File: config.mk
export PLATFORM = sky130hd
export DESIGN_NAME = bsort_stream_ctrl
export DESIGN_NICKNAME = d
export VERILOG_FILES = /design/src/rtl/median_pkg.sv /design/src/rtl/bsort_stream_ctrl.sv
export SDC_FILE = /design/constraint.sdc
export NUM_CORES = 1
export LEC_CHECK = 0
export BUFFER_PORTS_ARGS = -buffer_cell sky130_fd_sc_hd__buf_2
export CAP_MARGIN = 20
export CORE_AREA = 2 2 270 272
export DETAILED_ROUTE_END_ITERATION = 10
export DIE_AREA = 0 0 272 274
export HOLD_SLACK_MARGIN = 0.05
export SLEW_MARGIN = 0
export SYNTH_ARGS = -nofsm -noshare
export SYNTH_HDL_FRONTEND = slang
export SYNTH_SLANG_ARGS = --single-unit
File: constraint.sdc
create_clock -name clk -period 6.35 [get_ports clk]
set_clock_uncertainty 0.2 [all_clocks]
set_input_delay 1.27 -clock clk [delete_from_list [all_inputs] [get_ports clk]]
set_output_delay 1.27 -clock clk [all_outputs]
set_load 0.1 [all_outputs]
File: src/rtl/median_pkg.sv
// Shared constants, loader state type and slot helpers for the median filter datapath.
package median_pkg;

    localparam int unsigned DW      = 13;
    localparam int unsigned N       = 16;
    localparam int unsigned MED_IDX = 7;
    localparam int unsigned WW      = N * DW;
    localparam int unsigned CW      = $clog2(N + 1);

    typedef enum logic {
        ST_FILL = 1'b0,
        ST_FULL = 1'b1
    } loader_state_e;

    // Extract sample slot idx from a packed window bus.
    function automatic logic [DW-1:0] slot(input logic [WW-1:0] bus, input int unsigned idx);
        return bus[idx*DW +: DW];
    endfunction

    // floor((a+b)/2) with a DW+1 bit intermediate so full-scale inputs cannot wrap.
    function automatic logic [DW-1:0] med_avg(input logic [DW-1:0] a, input logic [DW-1:0] b);
        logic [DW:0] sum;
        sum = {1'b0, a} + {1'b0, b};
        return sum[DW:1];
    endfunction

endpackage

File: src/rtl/bsort_stream_ctrl.sv
// Streaming loader and result stage around the combinational window sorter.
// Samples are packed into sort_in; a full window is captured from sort_out into
// the result registers while the next window starts loading.
module bsort_stream_ctrl
    import median_pkg::*;
(
    input  logic          clk,
    input  logic          reset,
    input  logic          in_valid,
    output logic          in_ready,
    input  logic [DW-1:0] in_data,
    output logic [WW-1:0] sort_in,
    input  logic [WW-1:0] sort_out,
    output logic          out_valid,
    input  logic          out_ready,
    output logic [WW-1:0] out_sorted,
    output logic [DW-1:0] out_min,
    output logic [DW-1:0] out_max,
    output logic [DW-1:0] out_median,
    output logic [DW-1:0] out_med_avg,
    output logic [CW-1:0] fill_cnt
);

    loader_state_e state;
    logic          accept_c;
    logic          capture_c;
    logic          drain_c;

    // Handshake decodes; in_ready is a registered copy of state==FILL.
    always_comb begin
        accept_c  = in_valid && in_ready;
        capture_c = (state == ST_FULL) && (!out_valid || out_ready);
        drain_c   = out_valid && out_ready;
    end

    // Loader FSM: writes accepted samples into their slot, then holds the full window until captured.
    always_ff @(posedge clk) begin
        if (reset) begin
            state    <= ST_FILL;
            in_ready <= 1'b1;
            fill_cnt <= '0;
            sort_in  <= '0;
        end else begin
            case (state)
                ST_FILL: begin
                    if (accept_c) begin
                        for (int k = 0; k < int'(N); k++) begin
                            if (fill_cnt == CW'(k)) begin
                                sort_in[k*DW +: DW] <= in_data;
                            end
                        end
                        fill_cnt <= fill_cnt + CW'(1);
                        if (fill_cnt == CW'(N - 1)) begin
                            state    <= ST_FULL;
                            in_ready <= 1'b0;
                        end
                    end
                end
                ST_FULL: begin
                    // Stale slots are left in place; the next window overwrites them in order.
                    if (capture_c) begin
                        state    <= ST_FILL;
                        in_ready <= 1'b1;
                        fill_cnt <= '0;
                    end
                end
                default: begin
                    state    <= ST_FILL;
                    in_ready <= 1'b1;
                    fill_cnt <= '0;
                end
            endcase
        end
    end

    // Result stage: capture sorted window and derived statistics; hold until consumed.
    always_ff @(posedge clk) begin
        if (reset) begin
            out_valid   <= 1'b0;
            out_sorted  <= '0;
            out_min     <= '0;
            out_max     <= '0;
            out_median  <= '0;
            out_med_avg <= '0;
        end else if (capture_c) begin
            out_valid   <= 1'b1;
            out_sorted  <= sort_out;
            out_min     <= slot(sort_out, 0);
            out_max     <= slot(sort_out, N - 1);
            out_median  <= slot(sort_out, MED_IDX);
            out_med_avg <= med_avg(slot(sort_out, MED_IDX), slot(sort_out, MED_IDX + 1));
        end else if (drain_c) begin
            out_valid   <= 1'b0;
        end
    end

endmodule
==> summary by stage, run 1 <==
Status
The flow ran to the end, and the final reports show no timing, DRC or antenna violations.

Critical path
Walking the worst path, the cells encountered are buf_2. STA classifies the critical path endpoint as an output port. The startpoint kind of the worst setup timing path is a flip-flop.

The kind of cell adding the most delay to the critical path is flip-flops. Of all nets on the critical path, the largest fanout is 15. The startpoint identified for the worst register-to-register timing path is fill_cnt[3]$_SDFFE_PP0P_. The standard cell with the maximum stage delay on the critical path is sky130_fd_sc_hd__dfxtp_1. In this run the worst setup path begins at fill_cnt[2]$_SDFFE_PP0P_. The kind of critical path is reg -> out. The endpoint required time on the critical path is 4880 ps.

The number of buffers and inverters on the critical path is 1. The worst path arrival time is 1910 ps. For this run, the slowest stage of the critical path takes 790 ps.

STA
The number of hold violations in the final report is 0. The number of setup violations in the final report is 0. Counting I/O delays and the setup requirement, the final critical path takes 3385 ps. Headroom to the max-slew limit came out at 0.2895. The share of the clock period used by the worst path after layout is 0.5330. Setup repair after global routing left no endpoint under its margin.

Adding up every negative setup slack in the final design gives 0 ps. The maximum clock rate is 295.5 MHz. The final number of max-transition violations is 0. At the pin with the least slew margin, the transition time is 1066 ps.

Placed design
The sum of net half-perimeters after detailed placement is 43460 um. The placed instances occupy a cell area of 20290 um^2. The count of buffers added on input and output ports is 699.

The number of cells in the design after placement is 3551. The final estimated routing congestion in global placement is 0.7911.

Floorplan
The overall die area is 74530 um^2. The initial cell density of the core is 0.2284. The vertical extent of the die is 274 um. The region available for standard cell placement spans 71970 um^2. The die is 272 um wide.

The number of core rows is 99. The number of top-level pins is 700.

Logic synthesis
The post-synthesis instance area is 16440 um^2. The share of the Yosys chip area taken by registers is 0.5322. The compound-gate portion of the synthesized area is 0.1518. The mux cell area share after synthesis is 0.

The synthesized instance count is 2096. The dominant cell by count in the synthesized netlist is sky130_fd_sc_hd__nand2_1. Ranked by instance count, the synthesized netlist is headed by sky130_fd_sc_hd__nand2_1 (714), sky130_fd_sc_hd__a21oi_1 (437), sky130_fd_sc_hd__dfxtp_1 (437). The count of flip-flops with a built-in enable after synthesis is 0. The proportion of netlist area held by the largest area contributor is 0.5322. The main combinational cell family by area after synthesis is simple AND/OR/NAND/NOR gates. The total number of yosys warnings is 0. The synthesized net count is 2339.

The number of storage elements in the synthesis netlist is 437. The average instance area after synthesis is 7.843 um^2. For this run, the leading register cell type out of synthesis is sky130_fd_sc_hd__dfxtp_1. Counting distinct cell types in the post-synthesis netlist gives 50. The XOR/XNOR share of the synthesized area is 0. The synthesized design spends more area on one cell type than any other, namely sky130_fd_sc_hd__dfxtp_1. In the synthesized netlist the async set-or-reset flop fraction comes to 0.

The simple logic cell fraction of the synthesized area is 0.2328. Yosys attributes the largest share of cell area to sky130_fd_sc_hd__dfxtp_1 (53%), sky130_fd_sc_hd__nand2_1 (16%), sky130_fd_sc_hd__a21oi_1 (13%). The share of synthesized cell area in full adder, half adder and majority cells is 0.01416.

Pwr
The cell area power density is 275.0 nW/um^2. The power consumption is 6.030 mW. For this design the static power due to leakage is 9.324 nW. VDD sags by at most 190.6 uV.

Global route
The via count of the first global-routing pass is 14.88k. The first global-routing pass estimated 90510 um of wire. The global-route usage over all layers is 0.1546. The final global-route overflow total is 0. The pin count of the biggest net entering global routing is 186. The number of antenna violations at the first check in global routing was 2.

Finish
The share of post-route cells with drive strength above 1 is 0.3046. Once layout is complete, the utilization of the core stands at 0.3046. The count of cells in the finished layout, fillers not included, comes to 3639.

Summing all non-filler instances in the final layout gives an area of 21920 um^2. The net total in the final layout is 2886. Compared with the post-synthesis result, the final layout area differs by 33.36%.

Clock network
The CTS tree is yes. The number of clock sinks is 437. The H-tree generated during clock tree synthesis spans 2 levels.

The post-cts repair resize count is 0. The cell chosen for the clock root is sky130_fd_sc_hd__clkbuf_16. For this design, the CTS-stage hold fixing added 0 buffers.

The clock passes through at most 3 buffers. The number of buffers inserted by post-CTS setup repair is 0. The TritonCTS buffer count is 49. The later pin in the worst-skew pair is clocked with a latency of 570 ps. After clock tree synthesis, the clock-pin slew on the worst setup and hold paths is 60 ps.

Detailed routing
The number of antenna-violating nets in the routed design is 0. The top routing layer in use is met5. The count of routing violations after the opening detailed-route iteration is 1144. The total DRC errors in the routed layout is 0. Before antenna repair, the detailed router went through 5 iterations. The routed wire length is 61720 um. The via count is 16.13k. Detailed routing placed a total of 5166 um of wire on met3.

The detailed router put a total of 25400 um of wire on met1. The average wire per standard cell is 16.96 um. The routed via count divided by cell count is 4.433. Summed over all nets, wire length on met2 after detailed routing comes to 29450 um.

Flow run
The number of maximum-capacitance violations is 0.

Min path
The type of the worst min-delay path is reg -> reg. The critical hold path startpoint is out_med_avg[2]$_SDFFE_PP0P_.
-- cell usage in the layout (no fill, tap or decap), drive strengths merged, types with 4 or more instances in the layout --
cell type  synthesis  final
buf              109    720
nand2            716    716
a21oi            437    437
dfxtp            437    437
nand3            152    152
clkbuf           115     71
nor2              23     23
ha                17     17
clkinv             0     11
inv                9     10
and3              10     10
o21ai              8      8
a21o               7      7
nor2b              7      7
nand3b             4      4
a211oi             4      4
nor3               4      4
bufinv             0      4
-- metrics by stage --
step / hold WS [ps] / worst slack [ps]
2_1_floorplan: 281.3 / 3339
3_3_place_gp: 236.8 / 2770
3_5_place_dp: 239.7 / 2739
4_1_cts: 250.3 / 2925
5_1_grt: 265.6 / 2861
6_report: 247.7 / 2965
-- final timing paths --
kind,to,slack (ps),cells after the start
max reg2reg,sort_in[147]$_SDFFE_PP0P_,3340,5
min,out_med_avg[2]$_SDFFE_PP0P_,250,2
min reg2reg,out_med_avg[2]$_SDFFE_PP0P_,250,2
max,fill_cnt[2],2970,1
-- layer usage --
layer / global-route usage / vias up
met5: 0 / -
met4: 0.05119 / 2
met3: 0.04589 / 99
met2: 0.2561 / 609
met1: 0.1915 / 7474
li1: - / 7946
-- power by group --
part / switching [mW] / internal (mW) / leakage, nW
Clock: 1.17 / 1.71 / 0.808
Combinational: 0.279 / 0.0986 / 5.00
Sequential: 0.00957 / 2.75 / 3.52
Total: 1.46 / 4.57 / 9.32
-- flip-flops by register name, indices dropped and copies added (netlist names) --
| signal | count |
|---|---|
| out_sorted | 208 |
| sort_in | 208 |
| out_med_avg | 13 |
| fill_cnt | 5 |
| in_ready | 1 |
| out_valid | 1 |
| state | 1 |
-- final cells by class --
class,instances,area [um^2]
diodes,1,2.502
multi-input cells,1426,6605
clock buffers,71,1420
clock inverters,16,210.2
flip-flops and latches,437,8748
inverters,9,33.78
repair buffers,720,3704
well taps,959,1200
fillers,7775,50040
-- kinds of logic after synthesis --
logic type      Yosys count
buf+inv                 233
simple gates            932
flops                   437
fa+ha+maj                18
compound gates          476
(Power assumes the default switching activity.)
==> inputs of run 2 (changes only) <==
--- a/config.mk
+++ b/config.mk
@@ -5,11 +5,12 @@
 export SDC_FILE = /design/constraint.sdc
 export NUM_CORES = 1
 export LEC_CHECK = 0
+export ABC_AREA = 1
 export BUFFER_PORTS_ARGS = -buffer_cell sky130_fd_sc_hd__buf_2
 export CAP_MARGIN = 20
-export CORE_AREA = 2 2 270 272
+export CORE_AREA = 2 2 269 271
 export DETAILED_ROUTE_END_ITERATION = 10
-export DIE_AREA = 0 0 272 274
+export DIE_AREA = 0 0 271 273
 export HOLD_SLACK_MARGIN = 0.05
 export SLEW_MARGIN = 0
 export SYNTH_ARGS = -nofsm -noshare
==> constraint.sdc (replaced) <==
create_clock -name clk -period 3.1 [get_ports clk]
set_clock_uncertainty 0.2 [all_clocks]
set_input_delay 0.62 -clock clk [delete_from_list [all_inputs] [get_ports clk]]
set_output_delay 0.62 -clock clk [all_outputs]
set_load 0.1 [all_outputs]
==> summary by stage, run 2 <==
Status
Result of the run: complete, no violations (unchanged).

Detailed routing
The count of routing violations after the opening detailed-route iteration is 1083 (was 1144). The total DRC errors in the routed layout was 0 (unchanged). The number of antenna-violating nets in the routed design was 0 (unchanged). The via count came to 16.43k (was 16.13k). The first-pass detailed-route iteration total came to 5 (unchanged).

The average wire per standard cell is 16.42 um (was 16.96 um). The routed via count divided by cell count is 4.210 (was 4.433). The routed wire length is 64080 um (was 61720 um).

Min path
The number of cells on the worst hold path is 3 (was 2). The critical hold path startpoint is sort_out[96] (was out_med_avg[2]$_SDFFE_PP0P_). The endpoint with the worst hold slack is out_sorted[96]$_SDFFE_PP0P_ (was out_med_avg[2]$_SDFFE_PP0P_). The type of the worst min-delay path is in -> reg (was reg -> reg).

Placed design
The number of cells in the design after placement is 3642 (was 3551). The sum of net half-perimeters after detailed placement is 45370 um (was 43460 um). The number of buffers inserted by port buffering is 699 (unchanged). The final estimated routing congestion in global placement is 0.8284 (was 0.7911).

Global route
The global routing met1 resource utilization was 0.1955 (was 0.1915). The final global-route overflow total is 0 (unchanged). The met2 routing resource usage after global routing is 0.2666 (was 0.2561). The via count of the first global-routing pass is 15.60k (was 14.88k). The first-pass GRT wire length is 93840 um (was 90510 um). The pin count of the biggest net entering global routing is 102 (was 186).

The number of antenna violations at the first check in global routing was 12 (was 2). The global-route usage over all layers is 0.1633 (was 0.1546). The most used routing layer in global routing is met2 (unchanged). The fraction of met3 tracks used by global routing is 0.05825 (was 0.04589).

Clock network
The clock tree buffer depth is 3 (unchanged). The TritonCTS buffer count was 49 (unchanged). The latest clock arrival within the worst-skew pair was 590 ps (was 570 ps). The clock-pin slew on the worst setup and hold paths came to 60 ps (about the same). The CTS tree is yes (unchanged). The number of clock sinks is 437 (unchanged). The number of buffers inserted by post-CTS setup repair is 0 (unchanged). The cell chosen for the clock root was sky130_fd_sc_hd__clkbuf_16 (unchanged). The post-cts repair resize count is 0 (unchanged). The count of hold-fix buffers inserted at cts is 156 (was 0). The total number of H-tree levels was 2 (unchanged).

Floorplan
The initial cell density of the core is 0.2305 (was 0.2284). The vertical extent of the die was 273 um (was 274 um). The core region area is 71000 um^2 (was 71970 um^2). The horizontal die dimension came to 271 um (was 272 um).

The overall die area is 73980 um^2 (was 74530 um^2). The number of core rows is 98 (was 99). The number of top-level pins came to 700 (unchanged).

STA
The setup TNS is 0 ps (unchanged). The number of setup violations in the final report was 0 (unchanged). The remaining max-slew budget at the tightest pin was 0.5785 (was 0.2895). Static timing analysis puts the maximum clock frequency at 414.3 MHz.

The number of hold violations in the final report was 0 (unchanged). The transition at the pin with the smallest max-transition slack is 636.7 ps (was 1066 ps). Unrepaired setup endpoints after global routing: false (unchanged). The clock period minus worst slack is 2414 ps.

In the finished design, the share of the clock period the worst path needs comes to 0.7787. The final number of max-transition violations is 0 (unchanged).

Critical path
The source of the worst register-to-register timing path is fill_cnt[0]$_SDFFE_PP0P_ (was fill_cnt[3]$_SDFFE_PP0P_). Crit path cell chain: buf_2 (unchanged). The longest individual stage delay on the worst path is 510 ps (was 790 ps). The worst path arrival time is 1590 ps (was 1910 ps).

The number of buffers and inverters on the critical path is 1 (unchanged). The element type at the critical path end is an output port (unchanged). The endpoint required time on the critical path is 2280 ps (was 4880 ps). The worst reg-to-reg setup slack is 880 ps (was 3340 ps). The kind of cell adding the most delay to the critical path is flip-flops (unchanged). The kind of critical path is reg -> out (unchanged). The startpoint kind of the worst setup timing path is a flip-flop (unchanged). The critical-path maximum fanout is 3 (was 15).

The number of cell instances on the worst register-to-register path was 8 (was 5). The capture instance of the worst register-to-register path is sort_in[162]$_SDFFE_PP0P_ (was sort_in[147]$_SDFFE_PP0P_). The standard cell with the maximum stage delay on the critical path is sky130_fd_sc_hd__dfxtp_1 (unchanged).

Finish
Largest registers ranked by flip-flop count: out_sorted: 208 flops, sort_in: 208 flops, out_med_avg: 13 flops (unchanged). The layout overhead on the synthesized area was 45.27% (was 33.36%). Most used cells in the layout excluding fill and tap cells: sky130_fd_sc_hd__buf_2 (699), sky130_fd_sc_hd__nor2_1 (554), sky130_fd_sc_hd__dfxtp_1 (437) (was sky130_fd_sc_hd__nand2_1 (714), sky130_fd_sc_hd__buf_2 (698), sky130_fd_sc_hd__a21oi_1 (437), sky130_fd_sc_hd__dfxtp_1 (437), sky130_fd_sc_hd__nand3_1 (149)). The most common cell after layout, fill and taps aside is sky130_fd_sc_hd__buf_2 (was sky130_fd_sc_hd__nand2_1). The non-filler instance count after layout came to 3902 (was 3639). The share of post-route cells with drive strength above 1 is 0.2827 (was 0.3046).

The net total in the final layout was 3142 (was 2886).

Logic synthesis
The fraction of registers with async set/reset is 0 (unchanged). The sequential cell area fraction in the yosys report is 0.5346 (was 0.5322). The synthesized net count is 2378 (was 2339).

Synth top area cells: sky130_fd_sc_hd__dfxtp_1 (53%), sky130_fd_sc_hd__o21ai_0 (13%), sky130_fd_sc_hd__nor2_1 (13%) (was sky130_fd_sc_hd__dfxtp_1 (53%), sky130_fd_sc_hd__nand2_1 (16%), sky130_fd_sc_hd__a21oi_1 (13%)). The count of flip-flops with a built-in enable after synthesis is 0 (unchanged). The number of distinct standard cells referenced by the synthesized netlist is 28 (was 50). The post-synthesis instance area was 16360 um^2 (was 16440 um^2). The commonest register cell after synthesis is sky130_fd_sc_hd__dfxtp_1 (unchanged). The average instance area after synthesis came to 7.664 um^2 (was 7.843 um^2). Most numerous cell types in the synthesized netlist: sky130_fd_sc_hd__nor2_1 (554), sky130_fd_sc_hd__dfxtp_1 (437), sky130_fd_sc_hd__o21ai_0 (421) (was sky130_fd_sc_hd__nand2_1 (714), sky130_fd_sc_hd__a21oi_1 (437), sky130_fd_sc_hd__dfxtp_1 (437)). The number of storage elements in the synthesis netlist is 437 (unchanged). The synthesized instance count is 2135 (was 2096). The leading area contributor after synthesis is sky130_fd_sc_hd__dfxtp_1 (unchanged). The proportion of netlist area held by the largest area contributor is 0.5346 (was 0.5322). The dominant cell by count in the synthesized netlist is sky130_fd_sc_hd__nor2_1 (was sky130_fd_sc_hd__nand2_1). The total number of yosys warnings is 0 (unchanged).

Pwr
The reported net switching power is 3.288 mW (was 1.463 mW). The share of power burned in registers was 0.449 (was 0.458). The switching power share of the total was 0.2602 (was 0.2426).

The reported leakage power is 11.62 nW (was 9.324 nW). The logic gate share of total power is 0.088 (was 0.063). The peak ir drop on the vdd network came to 425.6 uV (was 190.6 uV). The cell area power density is 531.7 nW/um^2 (was 275.0 nW/um^2). The cell internal power dissipation was 9.350 mW (was 4.567 mW).

The clock share of power came to 0.462 (was 0.479).

Flow run
The number of maximum-capacitance violations came to 0 (unchanged).
-- run 2: cell count changes in the layout (fill, tap and decap cells not counted), sizes merged, moves of 12 or more --
cell | previous run | this run
a21oi | 437 | 171
buf | 720 | 740
diode | 1 | 13
dlygate4sd3 | 0 | 156
inv | 10 | 223
nand2 | 716 | 73
nand3 | 152 | 37
nor2 | 23 | 555
o21ai | 8 | 422
-- run 2: logic make-up (layout without fill, tap and decap cells) --
family / after synthesis / in the layout / share of synthesized area
AOI/OAI and AO/OA: 601 / 601 / 0.1852
adders and majority gates: 18 / 18 / 0.01422
xor gates and xnor gates: 3 / 3 / 0.001606
other: 0 / 13 / 0
buffers and inverters: 400 / 1204 / 0.1047
DFF: 437 / 437 / 0.5346
and+or+nand+nor: 676 / 676 / 0.1597
-- run 2: layer usage --
layer | up-vias | routed length, um
li1 | 8307 | -
met1 | 7372 | 26310
met2 | 630 | 29640
met3 | 117 | 6117
met4 | 0 | 2013
met5 | - | 0
-- run 2: through the flow --
step | setup slack (ps) | total power, mW | instance area [um^2] | utilization | hold slack, ps
finish | 686.1 | 12.64 | 23770 | 0.3348 | 92.03
global route | 625.2 | 13.11 | 23760 | 0.3347 | 63.06
CTS | 639.3 | 12.80 | 23740 | 0.3344 | 50.54
detailed placement | 769.0 | 6.754 | 20570 | 0.2897 | 231.8
global placement | 777.4 | 6.752 | 20570 | 0.2897 | 227.2
floorplan | 593.2 | 6.408 | 16360 | - | 274.5
-- run 2: cell type report --
type	count	area [um^2]
Multi-Input combinational cell	1298	5909
Antenna cell	13	32.53
Inverter	217	827.0
Clock buffer	63	1369
Fill cell	7487	47220
Clock inverter	28	241.5
Sequential cell	437	8748
Tap cell	950	1189
Timing Repair Buffer	896	5455
-- run 2: worst max path at each step --
| stage | startpoint | end | slack [ps] | depth (start not counted) |
|---|---|---|---|---|
| after floorplan | fill_cnt[0]$_SDFFE_PP0P_ | sort_in[84]$_SDFFE_PP0P_ | 590 | 8 |
| after CTS | out_sorted[92]$_SDFFE_PP0P_ | out_median[1] | 640 | 1 |
| after detailed placement | sort_out[104] | out_med_avg[5]$_SDFFE_PP0P_ | 770 | 11 |
| after global placement | sort_out[104] | out_med_avg[11]$_SDFFE_PP0P_ | 780 | 11 |
| final | out_sorted[4]$_SDFFE_PP0P_ | out_sorted[4] | 690 | 1 |
| after global routing | out_sorted[92]$_SDFFE_PP0P_ | out_median[1] | 630 | 1 |
-- run 2: power groups by stage --
stage / Sequential [mW] / Clock (mW) / Combinational (mW)
2_1_floorplan: 6.10 / 0 / 0.305
3_3_place_gp: 5.80 / 0 / 0.949
3_5_place_dp: 5.80 / 0 / 0.949
4_1_cts: 5.68 / 6.01 / 1.12
5_1_grt: 5.68 / 6.23 / 1.20
6_report: 5.68 / 5.84 / 1.11
==> inputs of run 3 (changes only) <==
==> constraint.sdc (replaced) <==
create_clock -name clk -period 2.4 [get_ports clk]
set_clock_uncertainty 0.2 [all_clocks]
set_input_delay 0.48 -clock clk [delete_from_list [all_inputs] [get_ports clk]]
set_output_delay 0.48 -clock clk [all_outputs]
set_load 0.1 [all_outputs]
==> summary by stage, run 3 (synthesis results as in run 2) <==
Global route
The final global-route overflow total is 0 (unchanged). The first-pass GRT wire length came to 95930 um (was 93840 um). The number of antenna violations at the first check in global routing came to 13 (was 12).

The global-route usage over all layers was 0.1674 (was 0.1633). The pin count of the biggest net entering global routing is 68 (was 102). The via count of the first global-routing pass came to 15.60k (about the same).

Placed design
The worst setup slack before clock tree synthesis is 273.0 ps (was 769.0 ps). The number of buffers inserted by port buffering came to 699 (unchanged). The sum of net half-perimeters after detailed placement is 46230 um (was 45370 um). The final estimated routing congestion in global placement is 0.8316 (was 0.8284).

Floorplan
The number of core rows came to 98 (unchanged). The overall die area was 73980 um^2 (unchanged). The number of top-level pins is 700 (unchanged).

The core region area was 71000 um^2 (unchanged). The horizontal die dimension is 271 um (unchanged). The vertical extent of the die came to 273 um (unchanged).

The initial cell density of the core is 0.2305 (unchanged).

Clock network
The cell chosen for the clock root was sky130_fd_sc_hd__clkbuf_16 (unchanged). The CTS tree is yes (unchanged). The total number of H-tree levels was 2 (unchanged).

The clock tree buffer depth is 3 (unchanged). The number of clock sinks is 437 (unchanged). The clock-pin slew on the worst setup and hold paths is 60 ps (about the same). The TritonCTS buffer count is 49 (unchanged). The latest clock arrival within the worst-skew pair was 580 ps (was 590 ps).

Finish
The net total in the final layout is 3200 (was 3142). The share of post-route cells with drive strength above 1 is 0.2766 (was 0.2827). The most common cell after layout, fill and taps aside is sky130_fd_sc_hd__buf_2 (unchanged). The footprint of the flip-flops and latches is 8751 um^2 (was 8748 um^2). The area of combinational cells with multiple inputs came to 5909 um^2 (unchanged). The layout overhead on the synthesized area is 49.12% (was 45.27%).

Largest registers ranked by flip-flop count: out_sorted: 208 flops, sort_in: 208 flops, out_med_avg: 13 flops (unchanged). Most used cells in the layout excluding fill and tap cells: sky130_fd_sc_hd__buf_2 (699), sky130_fd_sc_hd__nor2_1 (554), sky130_fd_sc_hd__dfxtp_1 (435) (was sky130_fd_sc_hd__buf_2 (699), sky130_fd_sc_hd__nor2_1 (554), sky130_fd_sc_hd__dfxtp_1 (437)). The number of fill cells is 7372 (was 7487).

STA
Derived from the worst setup path, the maximum achievable clock frequency is 443.3 MHz. The number of hold violations in the final report is 0 (unchanged). The worst setup margin is 144.0 ps (was 686.1 ps). The remaining max-slew budget at the tightest pin is 0.5894 (was 0.5785).

The smallest clock period supported by the final layout is computed as 2256 ps. Unrepaired setup endpoints after global routing: false (unchanged). The setup TNS is 0 ps (unchanged). The number of setup violations in the final report is 0 (unchanged). The final number of max-transition violations is 0 (unchanged).

The transition at the pin with the smallest max-transition slack is 620.2 ps (was 636.7 ps). Of the available clock period, the critical path in the final layout requires 0.9400.

Critical path
Crit path cell chain: buf_2 (unchanged). The startpoint kind of the worst setup timing path is a flip-flop (unchanged). The endpoint required time on the critical path was 1720 ps (was 2280 ps). The worst path arrival time is 1580 ps (was 1590 ps). The capture instance of the worst register-to-register path is out_sorted[70]$_SDFFE_PP0P_ (was sort_in[162]$_SDFFE_PP0P_). The number of buffers and inverters on the critical path was 1 (unchanged). The longest individual stage delay on the worst path is 500 ps (was 510 ps).

The number of cell instances on the worst register-to-register path came to 6 (was 8). The standard cell with the maximum stage delay on the critical path was sky130_fd_sc_hd__dfxtp_1 (unchanged). The critical-path maximum fanout was 3 (unchanged). The kind of critical path is reg -> out (unchanged). The worst reg-to-reg setup slack is 430 ps (was 880 ps).

The element type at the critical path end is an output port (unchanged). The kind of cell adding the most delay to the critical path is flip-flops (unchanged). The source of the worst register-to-register timing path was state$_SDFF_PP0_ (was fill_cnt[0]$_SDFFE_PP0P_).

Detailed routing
The count of routing violations after the opening detailed-route iteration was 1112 (was 1083). The total DRC errors in the routed layout is 0 (unchanged). The routed wire length is 65490 um (was 64080 um).

The first-pass detailed-route iteration total is 5 (unchanged). The via count is 16.74k (was 16.43k). The average wire per standard cell is 16.58 um (was 16.42 um). The routed via count divided by cell count is 4.237 (was 4.210). The number of antenna-violating nets in the routed design is 0 (unchanged).

Min path
The type of the worst min-delay path is in -> reg (unchanged). The number of cells on the worst hold path is 4 (was 3). The endpoint with the worst hold slack is out_sorted[4]$_SDFFE_PP0P_ (was out_sorted[96]$_SDFFE_PP0P_). The critical hold path startpoint is reset (was sort_out[96]).

Pwr
The reported leakage power is 11.90 nW (was 11.62 nW). The peak ir drop on the vdd network is 545.2 uV (was 425.6 uV). The cell area power density was 680.3 nW/um^2 (was 531.7 nW/um^2).

Flow run
The number of maximum-capacitance violations is 0 (unchanged).

Status
Result of the run: complete, no violations (unchanged).
run 3: cell count changes in the layout (fill, tap and decap cells not counted), sizes merged:
cell,previous run,this run
buf,740,745
dlygate4sd3,156,209
clkinv,17,7
bufinv,2,4
clkbuf,63,72
diode,13,10
clkinvlp,3,0
inv,223,218
run 3: cell type report:
class | instances | area share
clock buffers | 72 | 0.06046
multi-input cells | 1298 | 0.2422
diodes | 10 | 0.001026
flip-flops and latches | 437 | 0.3586
well taps | 950 | 0.04871
inverters | 217 | 0.03389
clock inverters | 12 | 0.006717
repair buffers | 954 | 0.2484
run 3: metal layers:
metal	up-vias	global-route usage	routed length (um)
met5	-	0	10
met1	7543	0.2057	27380
li1	8411	-	-
met2	665	0.2780	30660
met4	2	0.05757	1853
met3	114	0.05017	5594
run 3: worst register-to-register path: stages, from the launching register on:
cell	delay [ps]
sky130_fd_sc_hd__dfxtp_1	380
sky130_fd_sc_hd__inv_1	100
sky130_fd_sc_hd__a21oi_4	310
sky130_fd_sc_hd__buf_12	280
sky130_fd_sc_hd__buf_4	330
sky130_fd_sc_hd__o21ai_0	140
sky130_fd_sc_hd__nor2_1	160
run 3: repair_timing:
action / 4_1_cts / 5_1_grt
hold buffers: 209 / 0
resized for setup: 0 / 0
buffers inserted: 0 / 0
endpoints found under the hold margin: 209 / 0
run 3: power breakdown:
part           internal, mW  switching [mW]
sequential             7.31          0.0284
combinational         0.544           0.982
clock                  4.65            3.09
total                  12.5            4.10
run 3: metrics by stage:
step / hold slack [ps] / instance area, um^2 / total power, mW / utilization / cells
5_1_grt: 210.5 / 24400 / 17.22 / 0.3437 / 3949
6_report: 193.2 / 24400 / 16.60 / 0.3437 / 3950
3_5_place_dp: 230.8 / 20640 / 8.732 / 0.2908 / 3647
3_3_place_gp: 226.8 / 20640 / 8.730 / 0.2908 / 3647
2_1_floorplan: 274.5 / 16370 / 8.278 / - / 2135
4_1_cts: 166.5 / 24380 / 16.81 / 0.3433 / 3940
run 3: how the worst max path moves through the flow:
stage | from | end | slack [ps] | depth (start not counted)
6_report | out_sorted[92]$_SDFFE_PP0P_ | out_sorted[92] | 140 | 1
5_1_grt | sort_out[106] | out_med_avg[4]$_SDFFE_PP0P_ | 80 | 12
3_3_place_gp | sort_out[104] | out_med_avg[11]$_SDFFE_PP0P_ | 280 | 11
3_5_place_dp | sort_out[106] | out_med_avg[6]$_SDFFE_PP0P_ | 270 | 9
4_1_cts | out_sorted[92]$_SDFFE_PP0P_ | out_sorted[92] | 80 | 1
2_1_floorplan | fill_cnt[3]$_SDFFE_PP0P_ | sort_in[110]$_SDFFE_PP0P_ | 140 | 6
